[src/rtl/tmds_pkg.sv]
// Shared TMDS definitions: control tokens, word width, aligner FSM states and
// small helpers used by the word aligner and the TMDS decoder.
package tmds_pkg;

  localparam int TMDS_W = 10;

  // The four DVI/HDMI control tokens, bit 0 first on the wire.
  localparam logic [TMDS_W-1:0] TMDS_CTRL_00 = 10'h354;
  localparam logic [TMDS_W-1:0] TMDS_CTRL_01 = 10'h0AB;
  localparam logic [TMDS_W-1:0] TMDS_CTRL_10 = 10'h154;
  localparam logic [TMDS_W-1:0] TMDS_CTRL_11 = 10'h2AB;

  // Highest legal bit offset inside the 2-word window.
  localparam logic [3:0] OFFSET_LAST = 4'd9;

  typedef enum logic [1:0] {
    ST_SEARCH = 2'd0,
    ST_VERIFY = 2'd1,
    ST_LOCKED = 2'd2
  } align_state_t;

  // Bits needed to hold values 0..max_val (at least one bit).
  function automatic int cnt_w(input int max_val);
    return (max_val < 2) ? 1 : $clog2(max_val + 1);
  endfunction

  // Offset advance with wrap 9 -> 0.
  function automatic logic [3:0] next_offset(input logic [3:0] off);
    return (off >= OFFSET_LAST) ? 4'd0 : off + 4'd1;
  endfunction

endpackage

[src/rtl/tmds_ctrl_detect.sv]
// Combinational TMDS control-token detector: flags one of the four control
// tokens and decodes C1:C0 from it. Shared with the TMDS decoder.
module tmds_ctrl_detect
  import tmds_pkg::*;
(
  input  logic [TMDS_W-1:0] word,
  output logic              is_ctrl,
  output logic [1:0]        ctrl
);

  // Match the word against the four tokens; anything else is not control.
  always_comb begin
    is_ctrl = 1'b1;
    ctrl    = 2'b00;
    case (word)
      TMDS_CTRL_00: ctrl = 2'b00;
      TMDS_CTRL_01: ctrl = 2'b01;
      TMDS_CTRL_10: ctrl = 2'b10;
      TMDS_CTRL_11: ctrl = 2'b11;
      default: begin
        is_ctrl = 1'b0;
        ctrl    = 2'b00;
      end
    endcase
  end

endmodule

[src/rtl/tmds_word_align.sv]
// TMDS receive word aligner. Takes unaligned 10-bit words from the 1:10
// deserializer, hunts for control tokens across the ten bit offsets, and
// delivers the aligned symbol stream with lock status and decoded C1:C0.
module tmds_word_align
  import tmds_pkg::*;
#(
  parameter int MATCH_RUN    = 8,
  parameter int SEARCH_WORDS = 4096,
  parameter int LOSS_WORDS   = 65536
) (
  input  logic              PCLK,
  input  logic              RESET_N,
  input  logic [TMDS_W-1:0] RAW,
  input  logic              RAW_VALID,
  output logic [TMDS_W-1:0] DOUT,
  output logic              DOUT_VALID,
  output logic              IS_CTRL,
  output logic [1:0]        CTRL,
  output logic              LOCKED,
  output logic [3:0]        OFFSET,
  output logic              SLIP
);

  // Counter widths sized to their terminal values; run must reach MATCH_RUN.
  localparam int TIMER_W = cnt_w(SEARCH_WORDS - 1);
  localparam int LOSS_W  = cnt_w(LOSS_WORDS - 1);
  localparam int RUN_W   = cnt_w(MATCH_RUN);

  localparam logic [TIMER_W-1:0] TIMER_LAST = TIMER_W'(SEARCH_WORDS - 1);
  localparam logic [LOSS_W-1:0]  LOSS_LAST  = LOSS_W'(LOSS_WORDS - 1);
  localparam logic [RUN_W-1:0]   RUN_MAX    = RUN_W'(MATCH_RUN);

  // Window bit 19 (RAW[9]) would only be needed at offset 10, which never
  // occurs, so the window stops at bit 18.
  localparam int WIN_W = 2 * TMDS_W - 1;

  align_state_t         state, state_n;
  logic [TIMER_W-1:0]   timer, timer_n;
  logic [LOSS_W-1:0]    loss, loss_n;
  logic [RUN_W-1:0]     run, run_n;
  logic [3:0]           offset_n;
  logic                 locked_n;
  logic                 slip_n;

  logic [TMDS_W-1:0]    prev;
  logic [WIN_W-1:0]     window;
  logic [TMDS_W-1:0]    aligned;
  logic                 tok;
  logic [1:0]           tok_ctrl;

  // Select the 10-bit slice starting at the given offset.
  function automatic logic [TMDS_W-1:0] pick_word(input logic [WIN_W-1:0] w,
                                                  input logic [3:0] off);
    case (off)
      4'd0:    pick_word = w[9:0];
      4'd1:    pick_word = w[10:1];
      4'd2:    pick_word = w[11:2];
      4'd3:    pick_word = w[12:3];
      4'd4:    pick_word = w[13:4];
      4'd5:    pick_word = w[14:5];
      4'd6:    pick_word = w[15:6];
      4'd7:    pick_word = w[16:7];
      4'd8:    pick_word = w[17:8];
      4'd9:    pick_word = w[18:9];
      default: pick_word = w[9:0];
    endcase
  endfunction

  // Run-length increment that sticks at MATCH_RUN.
  function automatic logic [RUN_W-1:0] run_sat_inc(input logic [RUN_W-1:0] r);
    run_sat_inc = (r >= RUN_MAX) ? RUN_MAX : r + RUN_W'(1);
  endfunction

  // Older word occupies the low half: its bit 0 arrived first on the wire.
  assign window  = {RAW[TMDS_W-2:0], prev};
  assign aligned = pick_word(window, OFFSET);

  tmds_ctrl_detect u_detect (
    .word    (aligned),
    .is_ctrl (tok),
    .ctrl    (tok_ctrl)
  );

  // Stage boundary: aligned word, token flag and C1:C0 registered together.
  always_ff @(posedge PCLK or negedge RESET_N) begin
    if (!RESET_N) begin
      prev       <= '0;
      DOUT       <= '0;
      DOUT_VALID <= 1'b0;
      IS_CTRL    <= 1'b0;
      CTRL       <= 2'b00;
    end else begin
      DOUT_VALID <= RAW_VALID;
      if (RAW_VALID) begin
        prev    <= RAW;
        DOUT    <= aligned;
        IS_CTRL <= tok;
        if (tok) CTRL <= tok_ctrl;
      end
    end
  end

  // Alignment FSM next-state: only valid words move state or counters.
  always_comb begin
    state_n  = state;
    timer_n  = timer;
    loss_n   = loss;
    run_n    = run;
    offset_n = OFFSET;
    locked_n = LOCKED;
    slip_n   = 1'b0;
    if (RAW_VALID) begin
      case (state)
        ST_SEARCH: begin
          if (tok) begin
            state_n = ST_VERIFY;
            run_n   = RUN_W'(1);
            timer_n = '0;
          end else if (timer == TIMER_LAST) begin
            timer_n  = '0;
            offset_n = next_offset(OFFSET);
            slip_n   = 1'b1;
          end else begin
            timer_n = timer + TIMER_W'(1);
          end
        end
        ST_VERIFY: begin
          if (tok) begin
            run_n = run_sat_inc(run);
            if (run_sat_inc(run) == RUN_MAX) begin
              state_n  = ST_LOCKED;
              locked_n = 1'b1;
              loss_n   = '0;
            end
          end else begin
            // A broken run restarts the hunt at the same offset.
            state_n = ST_SEARCH;
            run_n   = '0;
            timer_n = '0;
          end
        end
        ST_LOCKED: begin
          if (tok) begin
            loss_n = '0;
          end else if (loss == LOSS_LAST) begin
            state_n  = ST_SEARCH;
            locked_n = 1'b0;
            offset_n = next_offset(OFFSET);
            slip_n   = 1'b1;
            run_n    = '0;
            timer_n  = '0;
            loss_n   = '0;
          end else begin
            loss_n = loss + LOSS_W'(1);
          end
        end
        default: begin
          state_n  = ST_SEARCH;
          run_n    = '0;
          timer_n  = '0;
          loss_n   = '0;
          locked_n = 1'b0;
        end
      endcase
    end
  end

  // FSM state, counters and status outputs change on the same edge.
  always_ff @(posedge PCLK or negedge RESET_N) begin
    if (!RESET_N) begin
      state  <= ST_SEARCH;
      timer  <= '0;
      loss   <= '0;
      run    <= '0;
      OFFSET <= '0;
      LOCKED <= 1'b0;
      SLIP   <= 1'b0;
    end else begin
      state  <= state_n;
      timer  <= timer_n;
      loss   <= loss_n;
      run    <= run_n;
      OFFSET <= offset_n;
      LOCKED <= locked_n;
      SLIP   <= slip_n;
    end
  end

endmodule

[config.mk]
export PLATFORM = sky130hd
export DESIGN_NAME = tmds_word_align
export DESIGN_NICKNAME = d
export VERILOG_FILES = /design/src/rtl/tmds_pkg.sv /design/src/rtl/tmds_ctrl_detect.sv /design/src/rtl/tmds_word_align.sv
export SDC_FILE = /design/constraint.sdc
export NUM_CORES = 1
export LEC_CHECK = 0
export CORE_UTILIZATION = 45
export CTS_CLUSTER_DIAMETER = 200
export DETAILED_ROUTE_END_ITERATION = 6
export PLACE_DENSITY = 0.6
export REMOVE_ABC_BUFFERS = 1
export SLEW_MARGIN = 5
export SYNTH_ARGS = -nofsm -noshare
export SYNTH_HDL_FRONTEND = slang
export SYNTH_SLANG_ARGS = --single-unit
export TNS_END_PERCENT = 5
[constraint.sdc]
create_clock -name PCLK -period 6.74 [get_ports PCLK]
set_input_delay 1.348 -clock PCLK [delete_from_list [all_inputs] [get_ports PCLK]]
set_output_delay 1.348 -clock PCLK [all_outputs]
set_load 0.05 [all_outputs]
; ---- Yosys cells after proc, flatten, opt, wreduce, memory -nomap -nowiden
; Cells that the tools add are included.
[classes]
mux = 43
bitwise = 1
order_cmp = 2
add_sub_neg = 4
n_eq_ne = 27
reduce_logical = 10
[op_table]
columns = cell, n
row1 = 10-bit case mux with 9 select lines, 1
row2 = 16-bit 2-to-1 mux, 4
row3 = 12-bit 2-to-1 mux, 5
row4 = 16-bit case mux with 3 select lines, 1
row5 = 4-bit 2-to-1 mux, 10
row6 = 12-bit case mux with 3 select lines, 1
row7 = 10-bit == test (second input constant), 2
row8 = 16-bit by 1-bit adder with 16-bit output (second input constant), 1
row9 = 16-bit == test (second input constant), 1
row10 = 4-bit by 3-bit == test with 1-bit output (second input constant), 4
row11 = 2-bit != test (second input constant), 8
row12 = 12-bit by 1-bit adder with 12-bit output (second input constant), 1
row13 = 12-bit == test (second input constant), 1
row14 = 4-bit == test (second input constant), 3
row15 = 2-bit case mux with 3 select lines, 2
row16 = 4-bit case mux with 3 select lines, 1
row17 = 4-bit AND reduction, 3
row18 = 6-bit AND reduction, 2
row19 = 10-bit by 8-bit == test with 1-bit output (second input constant), 1
row20 = 10-bit by 9-bit == test with 1-bit output (second input constant), 1
row21 = 1-bit 2-to-1 mux, 10
row22 = 2-bit 2-to-1 mux, 5
row23 = 4-bit by 1-bit adder with 4-bit output (second input constant), 2
row24 = 4-bit by 2-bit == test with 1-bit output (second input constant), 2
row25 = 14 further kinds, 15
[totals]
ff_bits = 64
output_inout_bits = 20
elab_cells = 99
input_bits = 13

; ---- Logic depth before layout (Yosys ltp)
[logic_depth]
depth_word = 8
mapped_depth = 14
ltp_nobuf = 10

; ---- Hierarchy
; Synthesis repeated with hierarchy kept, for this count alone.
[unflattened]
hier_cells = 478
hier_area_um2 = 4184.0
[modules_own_cells]
columns = mod, area_each_um2, cells_each, seq_area_each_um2, n_inst
row1 = tmds_word_align, 4062.6, 469, 1601.5, 1
row2 = tmds_ctrl_detect, 121.4, 9, 0.0, 1

; ---- Least setup slack after synthesis
; Ideal clock, no wire load.
[synth_path]
kind = input port to flip-flop
from = input port RAW[0]
to = register timer[1]
slack_ns = 3.328
setup_ns = 0.128
required_time_ns = 6.612
path_stages = 8
arrival_time_ns = 3.285
n_path_buf = 0
cell_sequence = a222oi_1 a31oi_1 a221oi_2 and4bb_1 nand4_2 a211oi_2 nor3_2 mux2_1
[synth_via]
elab_chain_cells = 6
word_cells_on_any_way = 12
classes_between = 6 x eq/ne / 4 x mux / 2 x reduce/logical
[synth_rtl]
columns = item, line
row1 = start: declaration, tmds_word_align.sv:13  ; input logic [TMDS_W-1:0] RAW,
row2 = 10-bit case mux with 9 select lines (*), tmds_word_align.sv:54  ; case (off)
row3 = 10-bit == test (tied with other cells), tmds_ctrl_detect.sv:15  ; case (word)
row4 = 4-bit OR reduction (no source line) (*), --
row5 = 1-bit 2-to-1 mux (*), tmds_ctrl_detect.sv:15
row6 = 12-bit 2-to-1 mux / 2-bit != test (equally long branches), --
row7 = 12-bit case mux with 3 select lines / 4-bit AND reduction (equally long branches), --
row8 = end signal: assignment, tmds_word_align.sv:180  ; timer <= timer_n;
row9 = end: declaration, tmds_word_align.sv:38  ; logic [TIMER_W-1:0] timer, timer_n;
; Every way passes the cells marked *; elsewhere a longest branch is shown, timed or not.
; A chain may end at the register's enable or synchronous reset.

; ---- Final worst setup path
[layout_path]
from = input port RAW[0]
to = register loss[13]
[layout_via]
elab_chain_cells = 6
word_cells_on_any_way = 11
classes_between = 5 x eq/ne / 4 x mux / 2 x reduce/logical
[layout_rtl]
columns = item, line
row1 = 10-bit case mux with 9 select lines (*), tmds_word_align.sv:54
row2 = 10-bit == test (tied with other cells), tmds_ctrl_detect.sv:15
row3 = 4-bit OR reduction (no source line) (*), --
row4 = 1-bit 2-to-1 mux (*), tmds_ctrl_detect.sv:15
row5 = 16-bit 2-to-1 mux / 2-bit != test (equally long branches), --
row6 = 16-bit case mux with 3 select lines / 4-bit AND reduction (equally long branches), --
row7 = end signal: assignment, tmds_word_align.sv:181  ; loss <= loss_n;
row8 = end: declaration, tmds_word_align.sv:39  ; logic [LOSS_W-1:0] loss, loss_n;
; Marks and branches as above.

==> results.py <==
metrics = {
    "sta": {
        "max_slew_margin_pct": 40.57,
        "tns_ps": 0,
        "final_min_period_over_clock_period_pct": 63.86,
        "fin_crit_ps": 4304,
        "rsz0062_at_grt": "no",
        "maxSlewViolCount": 0,
        "skew_ps": 15.24,
        "fin_ws_ps": 2436,
        "hold_viol_final": 0,
        "tightestPinTransition_ps": 891.5,
        "setup_viol": 0,
        "whs_ps": 487.3,
        "max_freq_ghz": 0.2323,
    },
    "power": {
        "worst_ir_drop_vdd_uv": 125.2,
        "total_leakage_power_nw": 1.947,
        "p_per_area_mw_per_mm2": 205.6,
    },
    "logic_synthesis": {
        "postSynthAreaPerCell_um2": 9.121,
        "mappedNetlistArea_mm2": 0.004278,
        "ys_seq_area_share_pct": 37.44,
        "synth_cell_types": 65,
        "yosysWarnings": 0,
        "syn-instance-count": 469,
        "synth_edf_count": 0,
        "ys_seq_elements": 64,
        "synthArstFlopShare_pct": 100.0,
        "ys.flop_type": "dfrtp_1",
    },
    "setup_path": {
        "worstSetupPathType": "primary input to register",
        "worstPathRequired_ps": 7020,
        "worstSetupStartpointType": "primary input",
        "crit_fanout": 16,
        "arrival_ps": 4580,
        "cp-end-kind": "register",
    },
    "cts": {
        "clk_pin_slew_ps": 80,
        "postCtsSetupBuffers": 0,
        "clkLatencyLatePin_ps": 350,
        "cts_root_buf": "clkbuf_8",
        "clock_path_buffers": 2,
        "cts_buffers": 9,
        "cts_tree": "yes",
        "cts-resized-gates": 0,
        "clock_sinks": 64,
        "htree_num_levels": 3,
        "hold_buffers": 0,
    },
    "finish": {
        "drive_gt1_share_pct": 10.68,
        "synthToLayoutAreaGrowth_pct": 11.93,
        "finalNetCount": 503,
        "final_util_pct": 51.82,
        "diodes": 0,
    },
    "die": {
        "core_mm2": 0.009240,
        "dieHeight_um": 99.50,
        "io_pins": 33,
        "dieArea_mm2": 0.009900,
        "row_count": 35,
        "die_w_um": 99.50,
        "start_util_pct": 46.30,
    },
    "routing": {
        "ant_nets": 0,
        "vias_per_cell": 6.187,
        "vias": 3811,
        "first_pass_iters": 6,
        "drtIter0Drc": 325,
        "drc_errors": 0,
        "wl_per_cell_um": 18.39,
        "wl_um": 11330,
    },
    "job": {
        "cap_violations": 0,
    },
    "grt": {
        "grt_pass1_wl_um": 18600,
        "antenna_found_initial": 0,
        "overflow": 0,
        "grt_max_degree": 65,
        "grt_pass1_vias": 3582,
        "grt_use_total_pct": 23.89,
    },
    "placed_design": {
        "hpwl_um": 7383,
        "gp_congestion": 0.9023,
        "portBuffers": 32,
        "dp_slack_ps": 2158,
    },
    "outcome": {
        "status": "finished clean",
    },
    "hold_path": {
        "hold_class": "register to register",
    },
}
==> where the power goes <==
group	switching, mW	internal, mW	leakage, nW	total (mW)
registers	0.0392	0.416	0.782	0.455
clock network	0.165	0.209	0.110	0.374
logic	0.0950	0.0605	1.06	0.155
total	0.299	0.685	1.95	0.985
==> final timing paths <==
check,from,end,slack [ps],depth (start not counted)
setup / recovery,RAW[0],loss[13]$_DFFE_PN0P_,2440,9
hold / removal,loss[15]$_DFFE_PN0P_,loss[15]$_DFFE_PN0P_,490,1
setup reg to reg,OFFSET[0]$_DFFE_PN0P_,loss[13]$_DFFE_PN0P_,2550,10
hold reg to reg,loss[15]$_DFFE_PN0P_,loss[15]$_DFFE_PN0P_,490,1
max in group asynchronous,RESET_N,DOUT[5]$_DFFE_PN0P_,4980,2
min in group asynchronous,RESET_N,DOUT_VALID$_DFF_PN0_,1170,2
==> state kept, by name, summed over array words and instances, names as in the netlist <==
register    flops
prev           10
LOCKED          1
state           2
OFFSET          4
loss           16
DOUT           10
DOUT_VALID      1
IS_CTRL         1
run             4
SLIP            1
CTRL            2
timer          12
==> critical path: stages <==
cell and delay (ps):
clkdlybuf4s50_1 540, a222oi_1 520, a31oi_1 170, a221oi_2 340
a211oi_1 140, and4_1 330, nor4_4 790, a41oi_1 220
a31oi_1 180
==> layout make-up <==
cell class | instances | area (µm²)
fill | 872 | 4452
clock inverter | 7 | 95.09
inverter | 20 | 75.07
multi-input combinational | 351 | 2386
tap | 129 | 161.4
clock buffer | 9 | 123.9
sequential | 64 | 1602
timing repair buffer | 36 | 345.3
==> per-stage QoR <==
stage	cells	area, µm²	power [mW]
5_1_grt	616	4788	1.028
3_3_place_gp	600	4569	0.6162
3_5_place_dp	600	4569	0.6188
6_report	616	4788	0.9845
2_1_floorplan	435	4063	0.5510
4_1_cts	616	4788	0.9957
==> placed cells by master (no fill, tap or decap), types with 6 or more instances in the layout <==
cell	n
a21o_1	9
o22ai_1	7
nor3_1	9
nor2_1	21
nand2_1	41
and3_1	9
a22oi_1	17
o21ai_1	6
a21oi_1	36
o221ai_1	6
mux2_2	11
dfrtp_1	64
clkbuf_8	9
clkdlybuf4s50_1	31
ha_1	8
inv_1	20
nand3b_1	6
nand3_1	19
a221oi_1	7
o21ai_0	14
nand2b_1	16
a31oi_1	19
==> cell usage after synthesis (7+ instances only) <==
library cell	n	area [µm²]
dfrtp_1	64	1602
nand2_1	41	153.9
a21oi_1	36	180.2
nor2_1	21	78.83
inv_1	20	75.07
a31oi_1	19	118.9
nand3_1	19	95.09
a22oi_1	17	127.6
nand2b_1	16	100.1
o21ai_0	14	70.07
buf_2	13	65.06
mux2_2	11	123.9
a21o_1	9	67.56
and3_1	9	56.30
clkbuf_1	9	33.78
nor3_1	9	45.04
ha_1	8	100.1
a221oi_1	7	61.31
buf_6	7	78.83
o22ai_1	7	43.79
==> cell families after synthesis <==
kind of cell / Yosys count / share of synthesized area (%)
AOI/OAI and AO/OA: 163 / 26.41
adders and majority gates: 8 / 2.340
buffers and inverters: 54 / 6.786
DFF: 64 / 37.44
muxes: 18 / 4.592
and+or+nand+nor: 162 / 22.43
==> layer usage <==
layer | part of all wire, % | track usage, %
met3 | 5.9 | 5.271
met2 | 47 | 36.27
met1 | 46 | 34.02
met5 | 0 | 0
met4 | 1.1 | 7.466
(Power assumes the default switching activity.)
